### src/rtl/id_ex_stage_pkg.sv
// ---------------------------------------------------------------------------
// id_ex_pkg
//   Shared types and constants for the Decode->Execute pipeline register.
//   ctrl_t   : decoded control bundle carried from D into E
//   REG_PC   : architectural register index that reads as PC+8
//   CTRL_NOP : all-zero control bundle used for bubbles and reset
//   Optional feature macro used by the files importing this package:
//   ID_EX_FWD_EN (operand forwarding from MEM/WB).
// ---------------------------------------------------------------------------
package id_ex_pkg;

  typedef struct packed {
    logic       reg_write;
    logic       mem_write;
    logic       mem_to_reg;
    logic       alu_src;
    logic       branch;
    logic [1:0] alu_ctrl;
    logic [1:0] flag_write;
    logic [3:0] cond;
  } ctrl_t;

  localparam logic [3:0] REG_PC   = 4'd15;
  localparam ctrl_t      CTRL_NOP = '0;

endpackage

### src/rtl/id_ex_stage_fwd_mux.sv
// ---------------------------------------------------------------------------
// fwd_mux
//   Selects the freshest value of one execute operand. A pending MEM-stage
//   write to the same register wins over a pending WB-stage write, which
//   wins over the value captured at decode. R15 is never forwarded because
//   its value is the PC+8 substitute, not a register-file entry.
//   Instantiated by id_ex_stage only when ID_EX_FWD_EN is defined.
// Ports
//   i_ra_e        in  AW  source address held in E
//   i_op_e        in  DW  operand captured in E
//   i_result_m    in  DW  MEM-stage result
//   i_result_w    in  DW  WB-stage result
//   i_wa_m/i_wa_w in  AW  MEM / WB destination addresses
//   i_reg_write_m in  1   MEM stage will write i_wa_m
//   i_reg_write_w in  1   WB stage will write i_wa_w
//   o_src         out DW  resolved operand
// ---------------------------------------------------------------------------
module fwd_mux
  import id_ex_pkg::*;
#(
  parameter int DW = 32,
  parameter int AW = 4
) (
  input  logic [AW-1:0] i_ra_e,
  input  logic [DW-1:0] i_op_e,
  input  logic [DW-1:0] i_result_m,
  input  logic [DW-1:0] i_result_w,
  input  logic [AW-1:0] i_wa_m,
  input  logic [AW-1:0] i_wa_w,
  input  logic          i_reg_write_m,
  input  logic          i_reg_write_w,
  output logic [DW-1:0] o_src
);

  logic w_not_pc;
  logic w_hit_m;
  logic w_hit_w;

  assign w_not_pc = (i_ra_e != AW'(REG_PC));
  assign w_hit_m  = i_reg_write_m && (i_wa_m == i_ra_e) && w_not_pc;
  assign w_hit_w  = i_reg_write_w && (i_wa_w == i_ra_e) && w_not_pc;

  // MEM is younger than WB, so its result takes priority on a double hit.
  always_comb begin
    o_src = i_op_e;
    if (w_hit_m) begin
      o_src = i_result_m;
    end else if (w_hit_w) begin
      o_src = i_result_w;
    end
  end

endmodule

### src/rtl/id_ex_stage.sv
// ---------------------------------------------------------------------------
// id_ex_stage
//   Decode->Execute pipeline register sitting right after the 16x32 register
//   file. Captures operands, addresses, immediate and decoded control every
//   clock, substitutes PC+8 for reads of R15, and raises a load-use hazard
//   request back to fetch/decode.
//   Optional macro ID_EX_FWD_EN: adds MEM/WB forwarding ports and resolves
//   the execute operands against them. Without it the execute operands are
//   the registered operands directly.
// Ports
//   i_clk, i_reset        clock, synchronous active-high reset
//   i_stall_e             hold every E register this cycle
//   i_flush_e             load a bubble (beats stall)
//   i_valid_d             D holds a real instruction
//   i_ra1_d, i_ra2_d      source addresses presented to the register file
//   i_rd1_d, i_rd2_d      register file read data
//   i_wa_d                destination register
//   i_imm_d               extended immediate
//   i_pc_plus8_d          value architecturally read as R15
//   i_ctrl_d              decoded control
//   o_valid_e             E instruction valid
//   o_src_a_e, o_src_b_e  execute operands
//   o_ra1_e, o_ra2_e,
//   o_wa_e                registered addresses
//   o_imm_e               registered immediate
//   o_ctrl_e              registered control (zero when invalid)
//   o_lu_stall_d          load-use hazard request
//   i_result_m/w, i_wa_m/w, i_reg_write_m/w   forwarding inputs (ID_EX_FWD_EN)
// ---------------------------------------------------------------------------
module id_ex_stage
  import id_ex_pkg::*;
#(
  parameter int DW = 32,
  parameter int AW = 4
) (
  input  logic          i_clk,
  input  logic          i_reset,
  input  logic          i_stall_e,
  input  logic          i_flush_e,
  input  logic          i_valid_d,
  input  logic [AW-1:0] i_ra1_d,
  input  logic [AW-1:0] i_ra2_d,
  input  logic [DW-1:0] i_rd1_d,
  input  logic [DW-1:0] i_rd2_d,
  input  logic [AW-1:0] i_wa_d,
  input  logic [DW-1:0] i_imm_d,
  input  logic [DW-1:0] i_pc_plus8_d,
  input  ctrl_t         i_ctrl_d,
`ifdef ID_EX_FWD_EN
  input  logic [DW-1:0] i_result_m,
  input  logic [DW-1:0] i_result_w,
  input  logic [AW-1:0] i_wa_m,
  input  logic [AW-1:0] i_wa_w,
  input  logic          i_reg_write_m,
  input  logic          i_reg_write_w,
`endif
  output logic          o_valid_e,
  output logic [DW-1:0] o_src_a_e,
  output logic [DW-1:0] o_src_b_e,
  output logic [AW-1:0] o_ra1_e,
  output logic [AW-1:0] o_ra2_e,
  output logic [AW-1:0] o_wa_e,
  output logic [DW-1:0] o_imm_e,
  output ctrl_t         o_ctrl_e,
  output logic          o_lu_stall_d
);

  logic          r_valid_e;
  logic [DW-1:0] r_op1_e;
  logic [DW-1:0] r_op2_e;
  logic [AW-1:0] r_ra1_e;
  logic [AW-1:0] r_ra2_e;
  logic [AW-1:0] r_wa_e;
  logic [DW-1:0] r_imm_e;
  ctrl_t         r_ctrl_e;

  logic [DW-1:0] w_op1_d;
  logic [DW-1:0] w_op2_d;

  // R15 is not stored in the register file; its architectural value is PC+8.
  assign w_op1_d = (i_ra1_d == AW'(REG_PC)) ? i_pc_plus8_d : i_rd1_d;
  assign w_op2_d = (i_ra2_d == AW'(REG_PC)) ? i_pc_plus8_d : i_rd2_d;

  // Priority: reset, then flush (bubble, even if stalled), then stall (hold),
  // then normal capture. A flush leaves the data registers as they were;
  // they are meaningless once valid drops, and holding them saves toggling.
  always_ff @(posedge i_clk) begin
    if (i_reset) begin
      r_valid_e <= 1'b0;
      r_op1_e   <= '0;
      r_op2_e   <= '0;
      r_ra1_e   <= '0;
      r_ra2_e   <= '0;
      r_wa_e    <= '0;
      r_imm_e   <= '0;
      r_ctrl_e  <= CTRL_NOP;
    end else if (i_flush_e) begin
      r_valid_e <= 1'b0;
      r_ctrl_e  <= CTRL_NOP;
    end else if (!i_stall_e) begin
      r_valid_e <= i_valid_d;
      r_op1_e   <= w_op1_d;
      r_op2_e   <= w_op2_d;
      r_ra1_e   <= i_ra1_d;
      r_ra2_e   <= i_ra2_d;
      r_wa_e    <= i_wa_d;
      r_imm_e   <= i_imm_d;
      r_ctrl_e  <= i_valid_d ? i_ctrl_d : CTRL_NOP;
    end
  end

  // A load in E whose destination is read by the instruction in D cannot be
  // forwarded in time, so decode must wait a cycle. R15 is never a real
  // load target for this purpose.
  assign o_lu_stall_d = r_valid_e && r_ctrl_e.mem_to_reg && r_ctrl_e.reg_write &&
                        ((r_wa_e == i_ra1_d) || (r_wa_e == i_ra2_d)) &&
                        (r_wa_e != AW'(REG_PC));

`ifdef ID_EX_FWD_EN
  fwd_mux #(.DW(DW), .AW(AW)) u_fwd_a (
    .i_ra_e        (r_ra1_e),
    .i_op_e        (r_op1_e),
    .i_result_m    (i_result_m),
    .i_result_w    (i_result_w),
    .i_wa_m        (i_wa_m),
    .i_wa_w        (i_wa_w),
    .i_reg_write_m (i_reg_write_m),
    .i_reg_write_w (i_reg_write_w),
    .o_src         (o_src_a_e)
  );

  fwd_mux #(.DW(DW), .AW(AW)) u_fwd_b (
    .i_ra_e        (r_ra2_e),
    .i_op_e        (r_op2_e),
    .i_result_m    (i_result_m),
    .i_result_w    (i_result_w),
    .i_wa_m        (i_wa_m),
    .i_wa_w        (i_wa_w),
    .i_reg_write_m (i_reg_write_m),
    .i_reg_write_w (i_reg_write_w),
    .o_src         (o_src_b_e)
  );
`else
  assign o_src_a_e = r_op1_e;
  assign o_src_b_e = r_op2_e;
`endif

  assign o_valid_e = r_valid_e;
  assign o_ra1_e   = r_ra1_e;
  assign o_ra2_e   = r_ra2_e;
  assign o_wa_e    = r_wa_e;
  assign o_imm_e   = r_imm_e;
  assign o_ctrl_e  = r_ctrl_e;

endmodule
### config.mk
export PLATFORM = sky130hd
export DESIGN_NAME = id_ex_stage
export DESIGN_NICKNAME = d
export VERILOG_FILES = /design/src/rtl/id_ex_stage_pkg.sv /design/src/rtl/id_ex_stage_fwd_mux.sv /design/src/rtl/id_ex_stage.sv
export SDC_FILE = /design/constraint.sdc
export NUM_CORES = 1
export LEC_CHECK = 0
export BUFFER_PORTS_ARGS = -buffer_cell sky130_fd_sc_hd__clkbuf_2
export CORE_AREA = 2 2 109 111
export DETAILED_ROUTE_END_ITERATION = 8
export DIE_AREA = 0 0 111 113
export PLACE_DENSITY = 0.8
export SKIP_LAST_GASP = 1
export SYNTH_ARGS = -nofsm -noshare
export SYNTH_HDL_FRONTEND = slang
export SYNTH_SLANG_ARGS = --single-unit
### constraint.sdc
create_clock -name i_clk -period 2.3 [get_ports i_clk]
set_input_delay 0.46 -clock i_clk [delete_from_list [all_inputs] [get_ports i_clk]]
set_output_delay 0.46 -clock i_clk [all_outputs]
set_load 0.01 [all_outputs]
---- Yosys cells after proc, flatten, opt, wreduce, memory -nomap -nowiden ----
Index checks and enable logic that the tools add are counted.
word-level totals
  flip-flop bits (word level) ............. 122
  logic and storage cells ................. 32
cells by class
  equality and inequality tests ........... 5
  mux-type cells .......................... 3
  bitwise gates (word level) .............. 2
  reductions and logical operators ........ 7
operators by type and width
  cell                                         number
  32-bit two-way mux                           2
  13-bit two-way mux                           1
  4-bit equality test                          2
  4-bit equality test (second input constant)  2
  1-bit logical AND                            4
  4-bit != test (second input constant)        1
  1-bit NOT                                    2
  2-bit AND reduction                          1
  2-bit OR reduction                           1
  1-bit logical OR                             1

---- Depth between registers and ports, before layout ----
  word-level depth ........................ 4
  mapped depth ............................ 6

---- Worst setup path before layout ----
Ideal clock, no wire load.
  path kind ............................... input port to flip-flop
  start ................................... input port i_stall_e
  end ..................................... register r_wa_e[0], in the netlist o_wa_e[0]
  setup time .............................. 0.132 ns
  arrival ................................. 1.274 ns
  data required time ...................... 2.168 ns
  setup slack ............................. 0.893 ns
  cell stages on the path ................. 6
  path buffers ............................ 3
  path through ............................ buf_6 or2_2 buf_2 buf_2 nand2_1 a21oi_1
on the way
  word-level cells in the longest chain between the ends .. 2
ends and longest elaborated chain
  element                        line                RTL
  start: declaration             id_ex_stage.sv:38   input logic i_stall_e,
  1-bit NOT (no line)            -
  2-bit AND reduction (no line)  -
  end signal: assignment         id_ex_stage.sv:106  r_wa_e <= i_wa_d;
  end: declaration               id_ex_stage.sv:73   logic [AW-1:0] r_wa_e;
No other way between the ends.
A chain may end at the register's enable or synchronous reset.

---- Worst setup path after layout ----
  start ................................... register r_wa_e[3], in the netlist o_wa_e[3]
  end ..................................... output port o_lu_stall_d
on the way
  word-level cells in the longest chain between the ends .. 4
  elaborated cells on any way between the ends .. 6
ends and longest elaborated chain
  element              line                RTL
  4-bit equality test  id_ex_stage.sv:116  ((r_wa_e == i_ra1_d) || (r_wa_e == i_ra2_d)) &&
  1-bit logical OR     id_ex_stage.sv:116
  1-bit logical AND    id_ex_stage.sv:115  assign o_lu_stall_d = r_valid_e && r_ctrl_e.mem_to_reg && r_ctrl_e.reg_write &&
  1-bit logical AND *  id_ex_stage.sv:116
  end: declaration     id_ex_stage.sv:65   output logic o_lu_stall_d
Every way passes the cells marked *; elsewhere a longest branch is shown, timed or not.

==> results by group <==
Placed design
  • Worst slack, placed: 0.390 ns
  • PortBufs: 280
  • DPL Wire Length: 11000 µm
  • Gpl congestion: 0.859
  • Placed cells: 992
  • Placed cell area: 6420 µm²

CTS
  • Cts bufs inserted: 17
  • Setup Fix Bufs, Post-CTS: 0
  • Clk sink count: 122
  • Resized Gates After CTS: 0
  • H-tree levels: 4
  • Clk slew on worst S/H paths: 0.05 ns
  • Post-CTS Hold Fix Bufs: 0
  • Worst skew pair latency: 0.40 ns
  • CTS tree: yes
  • CTS Buffer Depth: 2
  • CTS root buf: clkbuf_16

Power
  • Combinational power share: 0.118
  • PD cells: 833 nW/µm²
  • Static leakage: 3.26 nW
  • Tot Pwr: 5.89 mW
  • NetSw: 1.35 mW
  • Clock power share: 0.492
  • Switching portion of total power: 0.230
  • Worst IR Drop VDD: 0.439 mV
  • Sequential share of power: 0.390
  • Int Power: 4.54 mW

Yosys
  • Synth unique cells: 18
  • Yosys Warn Count: 0
  • Top FF cell, synth: dfxtp_1
  • Register bit total from synthesis: 122
  • Post-synth top area share: 0.486
  • Synthesized area per cell: 8.21 µm²
  • Number of flops mapped to enable cells by yosys: 0
  • Cell area after synthesis: 5030 µm²
  • Ys async rst share: 0
  • Cell taking the most area after synthesis: dfxtp_1
  • Seq/Total Area, Yosys: 0.486
  • Cell with the most instances after synthesis: nand2_1
  • Commonest cells post-synth: nand2_1 (216), dfxtp_1 (122), nor2_1 (78)
  • Post-Syn Instances: 613
  • Syn Nets: 771
  • Synth top area cells: dfxtp_1 (49%), nand2_1 (16%), a311oi_1 (7.3%)

Worst setup path
  • Critical path startpoint category: register
  • Crit-path cells: xnor2_1 > nand4_1 > a21oi_1 > clkbuf_2
  • Data arrival, critical path: 1.40 ns
  • Critical path type: register to primary output
  • CP max stage delay: 0.43 ns
  • Critical Path Slowest Stage Cell: dfxtp_1
  • Crit path capture type: primary output
  • WP buf/inv: 1
  • Critical path data required time: 1.84 ns
  • Crit path max-delay family: flip-flops
  • Worst-path fanout max: 5

Global routing
  • Initial antenna violation count: 0
  • Gr usage total: 0.244
  • First-pass GRT wire length: 24600 µm
  • Vias in the first global route: 4969
  • Overflow after GRT: 0
  • Largest net degree at the start of global routing: 73

Drt
  • Met1 Wirelength: 6360 µm
  • Vias: 5308
  • Met2 WL: 7230 µm
  • DR vias/cell: 5.19
  • DR top layer: met4
  • First-pass DRT Iterations: 5
  • Avg WL per Cell: 15.0 µm
  • Final Routed Wirelength: 15400 µm
  • Drt drc: 0
  • Met3 Wirelength: 1140 µm
  • Antenna viol nets, final: 0
  • Initial DRC count: 513

STA
  • Min Tclk post-route: 1.86 ns
  • WHS: 0.271 ns
  • Final hold violation count: 0
  • Layout Skew: 0 ns
  • RSZ-0062 raised after global routing: false
  • F_max: 537 MHz
  • Setup_tns: 0 ns
  • Post-route worst setup slack: 0.437 ns
  • Worst-Margin Slew: 0.871 ns
  • Fin. max-slew vios: 0
  • # setup viols final: 0
  • Final worst-path cycle share: 0.810
  • Max_slew headroom: 0.418

Floorplanning
  • Core footprint: 11300 µm²
  • Row count: 39
  • Chip height: 113 µm
  • Die ar.: 12500 µm²
  • Die X: 111 µm
  • Initial Util: 0.446
  • IO Count: 281

Final layout
  • Fin cells: 1023
  • Share of post-route cells with drive strength above 1: 0.390
  • Post-layout util: 0.627
  • Final instance area: 7070 µm²
  • Fillers: 994
  • Syn-to-layout area delta: 40.5%
  • Layout net count: 1026
  • N_diodes: 0

Hold path
  • Hold Crit Class: input pin to register

Flow run
  • Max-cap violations: 0

Run status
  • Outcome: finished clean
area by class of cell:
class | instances | area, µm² | share of cell area
clock buffer | 23 | 478 | 0.0676
timing repair buffer | 290 | 1520 | 0.215
sequential | 122 | 2440 | 0.346
multi-input combinational | 437 | 2280 | 0.323
tap | 143 | 179 | 0.0253
clock inverter | 8 | 165 | 0.0234
power by group through the flow:
stage	registers, mW	logic, mW	clock network, mW
after floorplan	2.39	0.322	0
after global placement	2.34	0.687	0
after detailed placement	2.34	0.696	0
after CTS	2.29	0.699	2.94
after global routing	2.31	0.771	3.05
final	2.29	0.696	2.90
routing by layer:
metal,vias to the layer above,track usage
met5,-,0
met4,0,0.134
met3,50,0.0595
met2,235,0.402
met1,2414,0.296
li1,2609,-
path summary, 6_finish.rpt:
path / from / endpoint / slack [ns] / depth (start not counted)
worst max-delay path: o_wa_e[3] / o_lu_stall_d / 0.44 / 4
worst min-delay path: i_wa_d[1] / o_wa_e[1] / 0.27 / 3
worst max register to register: o_src_a_e[28] / o_src_a_e[28] / 1.53 / 2
worst min register to register: o_imm_e[2] / o_imm_e[2] / 0.45 / 2
layout by cell type (no fill, tap or decap):
cell type / netlist / final
clkinv_2: 0 / 3
buf_4: 4 / 8
clkbuf_2: 0 / 279
a22oi_1: 13 / 13
dfxtp_1: 122 / 122
and4_1: 2 / 2
clkbuf_1: 16 / 3
nand4_1: 6 / 6
a311oi_2: 22 / 22
nor2_1: 78 / 78
clkbuf_8: 0 / 3
or2_2: 2 / 2
bufinv_16: 0 / 5
a21oi_1: 46 / 46
xnor2_1: 8 / 8
nor2_4: 1 / 1
a311oi_1: 42 / 42
buf_12: 0 / 3
clkbuf_16: 0 / 17
nor2b_1: 1 / 1
nand2_1: 216 / 216
state kept, by name (all words and copies together) (netlist names):
register and cells:
o_imm_e 32, o_src_a_e 32, o_src_b_e 32, o_ctrl_e 13
o_ra1_e 4, o_ra2_e 4, o_wa_e 4, o_valid_e 1
logic make-up (layout without fill, tap and decap cells):
kind of cell / count (synthesis) / count (layout) / synth area share
XOR/XNOR: 8 / 8 / 0.0139
AND/OR/NAND/NOR: 306 / 306 / 0.236
buffers and inverters: 54 / 321 / 0.0602
flip-flops: 122 / 122 / 0.486
AO/OA/AOI/OAI: 123 / 123 / 0.204
worst register-to-register path: cells and delay by family (launching register included):
family,cells,cell delay (ns)
AND/OR/NAND/NOR,1,0.06
flip-flops,1,0.34
AO/OA/AOI/OAI,1,0.27
No activity file was read; power rests on OpenSTA's default activity.
